<file path="src/rtl/tdma_scheduler.sv">
// Time-division arbiter: grants each queue a programmable slot of delta[i] cycles per frame.
// Slot lengths are double-buffered and switch only at frame boundaries; an optional mode lends idle slots.
module tdma_scheduler #(
    parameter int  NUMBER_OF_QUEUES = 4,
    parameter int  REGISTER_SIZE    = 32,
    parameter bit  WORK_CONSERVING  = 1'b0,
    localparam int SW               = $clog2(NUMBER_OF_QUEUES)
) (
    input  logic                                             clock,
    input  logic                                             reset,
    input  logic [NUMBER_OF_QUEUES-1:0][REGISTER_SIZE-1:0]   delta,
    input  logic                                             update,
    input  logic [NUMBER_OF_QUEUES-1:0]                      empty,
    output logic                                             valid,
    output logic [SW-1:0]                                    selection,
    output logic                                             frame_start,
    output logic [SW-1:0]                                    active_slot
);
    localparam int N = NUMBER_OF_QUEUES;
    localparam int W = REGISTER_SIZE;

    logic [N-1:0][W-1:0] active_q;
    logic [SW-1:0]       slot_q;
    logic [W-1:0]        cnt_q;
    logic                pending_q;
    logic                idle_q;
    logic                valid_q;
    logic [SW-1:0]       sel_q;
    logic                fs_q;
    logic [SW-1:0]       as_q;

    logic [SW-1:0]       first_act_s;
    logic [SW-1:0]       first_dly_s;
    logic [SW-1:0]       next_s;
    logic                has_next_s;
    logic                slot_end_s;
    logic                boundary_s;
    logic                load_s;
    logic [SW-1:0]       sel_s;
    logic                valid_s;
    logic                fs_s;

    assign valid       = valid_q;
    assign selection   = sel_q;
    assign frame_start = fs_q;
    assign active_slot = as_q;

    // Slot search, frame-boundary detection and grant selection
    always_comb begin
        first_act_s = '0;
        first_dly_s = '0;
        next_s      = '0;
        has_next_s  = 1'b0;
        // Descending scan: the last hit is the lowest qualifying index
        for (int k = N - 1; k >= 0; k--) begin
            first_act_s = (active_q[k] != '0) ? SW'(k) : first_act_s;
            first_dly_s = (delta[k] != '0) ? SW'(k) : first_dly_s;
            next_s      = ((k > int'(slot_q)) && (active_q[k] != '0)) ? SW'(k) : next_s;
            has_next_s  = has_next_s | ((k > int'(slot_q)) && (active_q[k] != '0));
        end

        slot_end_s = (cnt_q == (active_q[slot_q] - W'(1)));
        boundary_s = idle_q | (slot_end_s & ~has_next_s);
        load_s     = boundary_s & pending_q;

        sel_s   = slot_q;
        valid_s = ~empty[slot_q];
        if (WORK_CONSERVING && empty[slot_q]) begin
            // Nearest non-empty queue after the owner, wrapping modulo N
            for (int k = N - 1; k >= 1; k--) begin
                sel_s   = (!empty[(int'(slot_q) + k) % N]) ? SW'((int'(slot_q) + k) % N) : sel_s;
                valid_s = valid_s | !empty[(int'(slot_q) + k) % N];
            end
        end else begin
            sel_s = slot_q;
        end

        fs_s = ~idle_q & (cnt_q == '0) & (slot_q == first_act_s);
    end

    // Schedule state and registered grant outputs
    always_ff @(posedge clock or posedge reset) begin
        if (reset) begin
            active_q  <= '0;
            slot_q    <= '0;
            cnt_q     <= '0;
            pending_q <= 1'b1;
            idle_q    <= 1'b1;
            valid_q   <= 1'b0;
            sel_q     <= '0;
            fs_q      <= 1'b0;
            as_q      <= '0;
        end else begin
            pending_q <= ~load_s & (pending_q | update);

            if (load_s) begin
                active_q <= delta;
                slot_q   <= first_dly_s;
                cnt_q    <= '0;
                idle_q   <= (delta == '0);
            end else if (!idle_q) begin
                if (slot_end_s) begin
                    slot_q <= has_next_s ? next_s : first_act_s;
                    cnt_q  <= '0;
                end else begin
                    cnt_q <= cnt_q + W'(1);
                end
            end

            if (idle_q) begin
                valid_q <= 1'b0;
                sel_q   <= '0;
                fs_q    <= 1'b0;
                as_q    <= '0;
            end else begin
                valid_q <= valid_s;
                sel_q   <= sel_s;
                fs_q    <= fs_s;
                as_q    <= slot_q;
            end
        end
    end

endmodule

</file>
<file path="config.mk">
export PLATFORM = sky130hd
export DESIGN_NAME = tdma_scheduler
export DESIGN_NICKNAME = d
export VERILOG_FILES = /design/src/rtl/tdma_scheduler.sv
export SDC_FILE = /design/constraint.sdc
export NUM_CORES = 1
export LEC_CHECK = 0
export ABC_AREA = 0
export BUFFER_PORTS_ARGS = -buffer_cell sky130_fd_sc_hd__buf_2
export CORE_MARGIN = 8
export CORE_UTILIZATION = 58
export DETAILED_ROUTE_END_ITERATION = 7
export GPL_ROUTABILITY_DRIVEN = 0
export PLACE_DENSITY = 0.8
export REMOVE_ABC_BUFFERS = 1
export SLEW_MARGIN = 20
export SYNTH_ARGS = -nofsm -noshare
export SYNTH_HDL_FRONTEND = slang
export SYNTH_SLANG_ARGS = --single-unit
</file>
<file path="constraint.sdc">
create_clock -name clock -period 5.35 [get_ports clock]
set_input_delay 0.2675 -clock clock [delete_from_list [all_inputs] [get_ports clock]]
set_output_delay 0.2675 -clock clock [all_outputs]
set_load 0.05 [all_outputs]
</file>
### Yosys cells after proc, flatten, opt, wreduce, memory -nomap -nowiden

Index checks and enable logic that the tools add are counted.

* logic and storage cells: 73
* bits of input ports: 135
* output and inout bits: 6
* register bits: 168

* bitwise operators: 13
* add/sub/neg operators: 2
* $lt $le $gt $ge: 4
* equality and inequality tests: 3
* reductions and logical operators: 15
* multiplexer cells: 25

Operators by type and width (count)
* nonzero test 32 bit: 8
* logical NOT 128 bit: 1
* 2-to-1 mux 32 bit: 4
* binary-select mux 32 bit (select 2 bit): 1
* adder 32 x 1 -> 32 bit (second input constant): 1
* == test 32 bit: 1
* logical NOT 32 bit: 1
* 2-to-1 mux 2 bit: 16
* subtractor 32 x 1 -> 32 bit (second input constant): 1
* bitwise AND 1 bit: 5
* > comparator 2 bit (first input constant): 2
* inverter 1 bit: 4
* bitwise OR 1 bit: 4
* logical AND 1 bit: 3
* less-than comparator 2 x 3 -> 1 bit (second input constant): 1
* 2-to-1 mux 1 bit: 3
* binary-select mux 1 bit (select 2 bit): 1
* == test 2 bit: 1
* > comparator 1 x 2 -> 1 bit (first input constant): 1
* inequality test 2 x 1 -> 1 bit (second input constant): 1
* AND reduction 2 bit: 1
* nonzero test 2 bit: 1

### Depth between registers and ports, before layout

Gate-level depths: netlist of run 1.

* depth after elaboration: 10
* gate-level depth with buffers: 18
* gate-level depth less buffers: 11

### Least setup slack after synthesis of run 1

No wires, ideal clock.

* kind: register to register
* start: reg slot_q[1], in the netlist sel_s[1]
* end: reg active_q[0] in the netlist's numbering
* setup time: 0.125 ns
* period minus slack after synthesis: 4.369 ns
* required time: 5.225 ns
* stages on the path, launching flop included: 13
* arrival: 4.244 ns
* path buffers: 4
* slack: 0.981 ns
* path through: dfrtp_1 -> buf_2 -> buf_1 -> mux4_2 -> or4_1 -> nor4_1 -> mux2_2 -> nand4b_1 -> nor4_4 -> a41oi_1 -> buf_4 -> buf_6 -> mux2_4

* word-level cells in the longest chain between the ends: 8
* elaborated cells on any way between the ends: 16
* those cells by class: add/sub (1); order compare (3); eq/ne (1); mux (2); bitwise (6); reduce/logical (3)

RTL lines
* from (decl): RTL line 23 `logic [SW-1:0] slot_q;`
* from (signal assigned): RTL line 98 `slot_q <= first_dly_s;`
* from (signal assigned): RTL line 103 `slot_q <= has_next_s ? next_s : first_act_s;`
* branches (longest 5 deep; another with subtractor 32 x 1 -> 32 bit)
* bitwise AND 1 bit (*): RTL line 63 `boundary_s = idle_q | (slot_end_s & ~has_next_s);`
* bitwise OR 1 bit (*): RTL line 63
* bitwise AND 1 bit (*): RTL line 64 `load_s = boundary_s & pending_q;`
* to (signal assigned): RTL line 97 `active_q <= delta;`
* to (decl): RTL line 22 `logic [N-1:0][W-1:0] active_q;`

Every way passes the cells marked *. The select of a mux whose other input is x is not followed.
A chain may end at the register's enable or synchronous reset.

### Worst setup path after layout of run 1

* start: reg slot_q[0], in the netlist sel_s[0]
* end: reg active_q[45] in the netlist's numbering

Same word-level chain as after synthesis.

==> impl_metrics.toml, run 1 <==
[drt]
dr.first_iter.drc_count = 672
ant_nets = 0
drc_errors = 0
dr_total_vias = 7664
wl_per_cell_um = 22.78
wirelength_mm = 26.97
drt_pre_antenna_iters = 6
vias_per_cell = 6.473

[global_routing]
gr-total-overflow = 0
antenna_found_initial = 0
grt_max_degree = 129
grt_pass1_vias = 7811
grt_util_all_layers_pct = 25.35
grt_pass1_wl_mm = 43.34

[timing]
fin_hold_ws_ns = 0.05535
setup_viol = 0
rsz0062_at_grt = "no"
layout_min_cycle_time_ns = 5.089
slew_viol_final = 0
hold_viol = 0
setup_slack_ns = 0.2615
tightest_slew_ns = 0.9624
fmax_mhz = 196.5
fin_crit_sh_pct = 95.11
final.setup.tns_ns = 0
finClkSkew_ns = 0.009070
relSlewSlack_pct = 35.34

[cts]
cts.clk_slew.worst_paths_ns = 0.07
h-tree-depth = 4
cts.sinks = 168
cts_resized = 0
numCtsBuffers = 17
cts_tree = "built"
cts_setup_buffers = 0
hold_buffers = 1
clock_insertion_delay_worst_skew_ns = 0.44
clock_path_buffers = 2
root_buffer = "clkbuf_16"

[power_and_ir_drop]
vdd_ir_drop_max_uv = 264.0
total_power_mw = 3.769
p_per_area_nw_per_um2 = 331.6
p_leak_nw = 5.040

[die]
coreArea_um2 = 17060
die_x_um = 147.1
num_rows = 48
io_pins = 141
dieArea_um2 = 21630
die_h_um = 147.1
start_util_pct = 58.43

[synth]
syn_avg_cell_area_um2 = 12.15
ys_warn_count = 0
async_flop_share_pct = 100.0
synth.distinct_cells = 69
yosys.area.top_type = "dfrtp_1"
ys_ff_latch = 168
synth_area_um2 = 9966
synth_top_area_share_pct = 41.68
syn_inst = 820
synth.most_common_cell = "dfrtp_1"
synth_edf_count = 0
netlist_top_cells_count = "dfrtp_1 (166), mux2_4 (100), nor4_1 (83)"
ys.flop_type = "dfrtp_1"
yosysSeqAreaShare_pct = 42.21
synthTopCellsByArea = "dfrtp_1 (42%), mux2_4 (15%), mux4_2 (7.5%), nor4_1 (5.2%), mux2_1 (3.3%)"

[finish]
final_nets = 1084
area_growth_pct = 14.04
finalNonFillerCells = 1184
num-fill-cells = 1251
n_antenna_cell = 0
drive_gt1_share_pct = 35.25
utilization_pct = 66.63
finalInstanceArea_um2 = 11360

[setup_path]
cp_slowest_stage_delay_ns = 0.79
crit_path_start_kind = "register"
path_class = "reg2reg"
reg2reg_from = "sel_s[0]"
critical_path_arrival_ns = 5.41
end_kind = "register"
startpoint = "sel_s[0]"
path_buf_inv = 2
critPathRequiredTime_ns = 5.67
crit_fanout = 128
crit_path_cell_trace = "buf_4 > mux4_2 > or4_1 > nand4b_1 > xor2_1 > o31ai_1 > o211ai_1 > nor4_4 > a41oi_4 > buf_12 > mux2_1"
crit_slowest_cell = "dfrtp_2"
crit_family = "simple AND/OR/NAND/NOR gates"

[placement]
hpwl_mm = 20.48
postPlaceCellArea_um2 = 10760
place_inst = 1151
dp_slack_ns = 0.3752
place.port_buffers = 140

[outcome]
status = "complete, no violations"

[job]
maxCapViolations = 0

[hold_path]
min_path_type = "in2reg"
hold_start = "delta[58]"
metal layers:
metal / track usage [%] / part of all wire, % / vias up
li1: - / - / 3390
met3: 5.414 / 6.5 / 63
met2: 39.75 / 48 / 362
met1: 34.40 / 43 / 3849
met4: 8.516 / 2.8 / 0
met5: 0 / 0 / -
worst reg2reg max path: cells and delay by family (launching register included):
kind	cells	cell delay (ns)
and+or+nand+nor	3	1.32
buffers and inverters	2	0.71
DFF	1	0.79
muxes	2	1.10
xor gates and xnor gates	1	0.21
AOI/OAI and AO/OA	3	0.82
cells in the final DEF, fill, tap and decap left out, types with 28 or more instances in the layout:
cell type  count
xnor2_1       33
dfrtp_1      164
xor2_1        34
nand4_1       28
buf_2        140
mux4_2        33
nor2_1        62
nor4_1        83
mux2_1        29
mux2_4       100
nand2_1       28
power breakdown:
| part | total [mW] | internal (mW) | switching, mW | leakage [nW] |
|---|---|---|---|---|
| Sequential | 1.65 | 1.43 | 0.226 | 2.02 |
| Clock | 1.26 | 0.702 | 0.559 | 0.290 |
| Combinational | 0.853 | 0.457 | 0.396 | 2.73 |
| Total | 3.77 | 2.59 | 1.18 | 5.04 |
cell families after synthesis:
logic type,synth area share (%)
AO/OA/AOI/OAI,4.231
XOR/XNOR,5.888
adder cells (fa/ha/maj),0.3767
buffers and inverters,3.327
flip-flops,42.21
multiplexers,26.85
AND/OR/NAND/NOR,17.11
path summary, 6_finish.rpt:
kind,to,slack [ns],depth (start not counted)
hold / removal,active_q[58],0.06,2
max in group asynchronous,sel_s[0],3.66,4
setup reg to reg,active_q[45],0.26,11
min in group asynchronous,active_q[4],0.39,3
setup / recovery,active_q[45],0.26,11
hold reg to reg,active_q[49],0.52,1
cell type report:
type                       instances  area [um^2]  share of cell area [%]
clock buffer                      18        429.2                   3.776
multi-input combinational        598         5446                   47.92
inverter                          11        46.29                  0.4074
clock inverter                    14        161.4                   1.420
timing repair buffer             150        790.8                   6.958
tap                              225        281.5                   2.477
sequential                       168         4209                   37.04
state kept, by name, summed over array words and instances (netlist names):
register,cells
active_q,128
cnt_q,32
sel_s,2
selection,2
frame_start,1
idle_q,1
pending_q,1
valid,1
Power figures use the tool's default switching activity.
==> run 2, diff against run 1 <==
- PLACE_DENSITY: 0.8 -> default
- PLACE_DENSITY_LB_ADDON: default -> 0.3
==> run 2 against run 1 <==
  * Setup slack better by 0.038 ns
  * Sequential share of layout area is essentially flat
  * Cell count grew 0.17%
  * Clock skew is 0.00099 ns higher
  * Clock power fell by 4%
  * Design area is 0.19% higher
  * Worst hold slack improved by 0.0017 ns
  * First-iteration DRC count rose by 0.89%
  * Die area unchanged
  * Routed wire length fell by 0.43%
  * Non-clock buffer count increased by 2
  * Largest cell class unchanged
==> impl_metrics.toml, run 2 (synthesis results as in run 1) <==
[outcome]
status = "complete, no violations"

[setup_path]
crit_path_start_kind = "register"
end_kind = "register"
critical_path_arrival_ns = 5.37
critPathRequiredTime_ns = 5.67
crit_fanout = 52
path_class = "reg2reg"

[placement]
dp_slack_ns = 0.2582
place_inst = 1152
place.port_buffers = 140
postPlaceCellArea_um2 = 10770
hpwl_mm = 20.73

[cts]
clock_path_buffers = 2
cts.clk_slew.worst_paths_ns = 0.07
cts_tree = "built"
clock_insertion_delay_worst_skew_ns = 0.44
h-tree-depth = 4
cts.sinks = 168
cts_setup_buffers = 0
root_buffer = "clkbuf_16"
numCtsBuffers = 17

[finish]
largest_register_ff_count = 128
finalNonFillerCells = 1186
layout_common_cells = "dfrtp_1 (164), buf_2 (140), mux2_4 (100), nor4_1 (83), nor2_1 (62)"
drive_gt1_share_pct = 35.48
n_antenna_cell = 0
num-fill-cells = 1291
seqCellArea_um2 = 4212
utilization_pct = 66.75
multiInputGateArea_um2 = 5446
area_growth_pct = 14.25
finalInstanceArea_um2 = 11390
final_nets = 1086
final_common_cell = "dfrtp_1"
top_regs = "active_q (128), cnt_q (32)"
top_register = "active_q"

[die]
dieArea_um2 = 21630
die_h_um = 147.1
io_pins = 141
die_x_um = 147.1
num_rows = 48
start_util_pct = 58.43
coreArea_um2 = 17060

[global_routing]
grt_max_degree = 110
grt_pass1_wl_mm = 42.90
antenna_found_initial = 0
grt_pass1_vias = 7789
grt_util_all_layers_pct = 25.08
gr-total-overflow = 0

[timing]
fin_crit_sh_pct = 94.40
layout_min_cycle_time_ns = 5.050
relSlewSlack_pct = 35.70
fin_hold_ws_ns = 0.05700
setup_viol = 0
finClkSkew_ns = 0.01006
rsz0062_at_grt = "no"
final.setup.tns_ns = 0
slew_viol_final = 0
tightest_slew_ns = 0.9571
fmax_mhz = 198.0
hold_viol = 0
setup_slack_ns = 0.2999

[drt]
drc_errors = 0
dr_total_vias = 7582
wirelength_mm = 26.86
vias_per_cell = 6.393
dr.first_iter.drc_count = 678
drt_pre_antenna_iters = 5
wl_per_cell_um = 22.64
ant_nets = 0

[power_and_ir_drop]
p_leak_nw = 5.043
total_power_mw = 3.704
vdd_ir_drop_max_uv = 269.4
p_per_area_nw_per_um2 = 325.3

[job]
maxCapViolations = 0

[hold_path]
min_path_type = "in2reg"
[run 2: cell count changes in the layout (fill, tap and decap cells not counted)]
cell | previous run | this run
inv_6 | 7 | 4
bufinv_16 | 2 | 0
buf_16 | 0 | 1
clkinv_4 | 1 | 2
clkbuf_8 | 0 | 1
clkinvlp_4 | 1 | 2
clkbuf_1 | 1 | 0
clkinv_8 | 0 | 2
dfrtp_2 | 2 | 1
buf_4 | 8 | 9
dfrtp_4 | 0 | 1
inv_8 | 2 | 3
[run 2: cell type report]
cell class / instances / area share, %
clock buffers: 18 / 3.857
repair buffers: 152 / 7.253
inverters: 11 / 0.4066
clock inverters: 14 / 1.187
flip-flops and latches: 168 / 36.99
multi-input cells: 598 / 47.84
well taps: 225 / 2.473
[run 2: layer usage]
metal	track usage (%)	wire length [um]
met5	0	0
met4	8.006	703
met3	4.922	1506
met2	38.83	12630
met1	34.90	12020
[run 2: what timing repair did]
item,in CTS,in global routing
setup endpoints to repair,0,52
resized for setup,0,1
endpoints found under the hold margin,0,40
hold buffers,0,1
[run 2: report_power, final]
| part | internal [mW] | total, mW | switching, mW | leakage (nW) |
|---|---|---|---|---|
| sequential | 1.43 | 1.66 | 0.227 | 2.02 |
| clock | 0.628 | 1.21 | 0.579 | 0.279 |
| combinational | 0.457 | 0.841 | 0.385 | 2.74 |
| total | 2.51 | 3.70 | 1.19 | 5.04 |
[run 2: worst max-delay path, stage by stage (launching register included)]
cell and delay [ns]:
dfrtp_2 0.85, mux4_2 0.50, nor4_2 0.56, nand3_1 0.37, or4_1 0.59, o21ai_1 0.23, nand4bb_1 0.20, nor4_4 0.49
a41oi_4 0.25, buf_4 0.43, mux2_1 0.43
[run 2: path summary, 6_finish.rpt]
check	from	cells after the start	endpoint	slack, ns
max	sel_s[1]	10	active_q[52]	0.30
min	delta[67]	2	active_q[67]	0.06
max reg2reg	sel_s[1]	10	active_q[52]	0.30
min reg2reg	active_q[44]	1	active_q[44]	0.54
max in group asynchronous	reset	5	cnt_q[0]	3.47
min in group asynchronous	reset	3	active_q[12]	0.38
==> run 3, diff against run 2 <==
- BUFFER_PORTS_ARGS: -buffer_cell sky130_fd_sc_hd__buf_2 -> -buffer_cell sky130_fd_sc_hd__buf_4
- CORE_UTILIZATION: 58 -> 63
- clock period: 5.35 -> 6.11 ns (I/O delays scaled with it)
==> run 3 against run 2 <==
  * Combinational power down 8.3%
  * Maximum frequency down 8.1%
  * Sequential cell count unchanged
  * Sequential share of layout area down 0.98 points
  * Power down 11%
  * Design area up 2.7%
  * Clock skew up 0.00081 ns
  * Routed wire length up 4.6%
  * Worst hold slack worse by 0.036 ns
  * Register-to-register slack better by 0.31 ns
  * Critical path type unchanged
  * Critical endpoint is now active_q[56]
  * Largest power group unchanged
==> impl_metrics.toml, run 3 (synthesis results as in run 1) <==
[finish]
num-fill-cells = 1024
n_antenna_cell = 0
top_regs = "active_q (128), cnt_q (32)"
area_growth_pct = 17.30
drive_gt1_share_pct = 35.15
layout_common_cells = "dfrtp_1 (164), buf_4 (144), mux2_4 (100), nor4_1 (83), nor2_1 (62)"
final_nets = 1081
top_register = "active_q"
finalNonFillerCells = 1172
final_common_cell = "dfrtp_1"
largest_register_ff_count = 128

[die]
start_util_pct = 63.66
dieArea_um2 = 20100
die_h_um = 141.8
die_x_um = 141.8
io_pins = 141
num_rows = 46
coreArea_um2 = 15660

[timing]
setup_slack_ns = 0.6132
fin_crit_sh_pct = 89.96
hold_viol = 0
setup_viol = 0
layout_min_cycle_time_ns = 5.497
fin_hold_ws_ns = 0.02091
rsz0062_at_grt = "no"
fmax_mhz = 181.9
slew_viol_final = 0
tightest_slew_ns = 1.083
relSlewSlack_pct = 27.58
finClkSkew_ns = 0.01087

[setup_path]
startpoint = "sel_s[0]"
path_class = "reg2reg"
crit_path_start_kind = "register"
end_kind = "register"
critPathRequiredTime_ns = 6.42
crit_fanout = 51
reg2reg_from = "sel_s[0]"
r2r_cells = 10
r2r_end = "active_q[56]"
critical_path_arrival_ns = 5.81
rrSetupSlack_ns = 0.61

[power_and_ir_drop]
comb_power_share_pct = 23.4
p_leak_nw = 5.150
vdd_ir_drop_max_uv = 258.3
seqPwrFrac_pct = 44.0
total_power_mw = 3.302
clock_power_share_pct = 32.6
switching_share_pct = 31.55
power.internal_mw = 2.260
p_per_area_nw_per_um2 = 282.5
switching_power_mw = 1.042

[global_routing]
grt_max_degree = 94
antenna_found_initial = 0
grt_pass1_vias = 8038
grt_pass1_wl_mm = 44.68
gr-total-overflow = 0
grt_util_all_layers_pct = 28.93

[drt]
drc_errors = 0
drt_pre_antenna_iters = 5
vias_per_cell = 6.573
wl_per_cell_um = 23.98
dr.first_iter.drc_count = 690
dr_total_vias = 7704
ant_nets = 0
wirelength_mm = 28.10

[placement]
dp_slack_ns = 0.6691
hpwl_mm = 21.35
place_inst = 1140
place.port_buffers = 140

[hold_path]
min_path_type = "in2async"

[cts]
clock_path_buffers = 2
cts_resized = 0
root_buffer = "clkbuf_16"
cts.clk_slew.worst_paths_ns = 0.07
cts_setup_buffers = 0
cts_tree = "built"
h-tree-depth = 4
cts.sinks = 168
clock_insertion_delay_worst_skew_ns = 0.44
hold_buffers = 0
numCtsBuffers = 17

[job]
maxCapViolations = 0

[outcome]
status = "complete, no violations"
## run 3: changes by cell type in the layout (fill, tap and decap cells not counted), sizes merged
cell	previous run	this run
buf	151	147
clkinv	6	2
inv	17	20
bufinv	0	1
clkbuf	18	19
clkinvlp	2	1
dlygate4sd3	1	0
## run 3: per-layer routing
| layer | vias to the layer above | GRT usage, % | routed length (um) |
|---|---|---|---|
| li1 | 3368 | - | - |
| met1 | 3826 | 37.16 | 11290 |
| met2 | 427 | 46.38 | 13500 |
| met3 | 83 | 7.090 | 2300 |
| met4 | 0 | 11.48 | 1010 |
| met5 | - | 0 | 0 |
## run 3: critical path: stages (launching register included)
cell      delay (ns)
dfrtp_2         0.95
mux4_2          0.68
or4_4           0.58
or3_4           0.41
nor4_1          0.23
mux2_2          0.38
nand4b_1        0.22
nor4_4          0.51
a41oi_4         0.54
buf_12          0.43
mux2_1          0.38
## run 3: through the flow
step / TNS, ns / cell area (um^2) / util [%]
6_report: 0 / 11690 / 74.67
5_1_grt: 0 / 11690 / 74.67
4_1_cts: 0 / 11690 / 74.67
3_5_place_dp: 0 / 11110 / 70.99
3_3_place_gp: 0 / 11110 / 70.99
2_1_floorplan: -1140.27 / 9676 / -
## run 3: worst max-delay path by stage
stage                               to
after global routing      active_q[56]
after global placement    active_q[51]
after CTS                 active_q[56]
final                     active_q[56]
after floorplan            active_q[0]
after detailed placement  active_q[55]
## run 3: final cells by class
cell class	instances	area, um^2	area share (%)
timing repair buffer	147	1141	9.761
inverter	11	46.29	0.3960
clock buffer	19	442.9	3.789
clock inverter	13	133.9	1.145
tap	216	270.3	2.312
sequential	168	4209	36.01
multi-input combinational	598	5446	46.59
## run 3: power by group through the flow
stage	sequential, mW	clock (mW)	combinational (mW)
5_1_grt	1.47	1.12	0.827
6_report	1.45	1.08	0.771
2_1_floorplan	1.40	0	0.543
3_5_place_dp	1.46	0	0.759
4_1_cts	1.44	1.08	0.763
3_3_place_gp	1.45	0	0.735
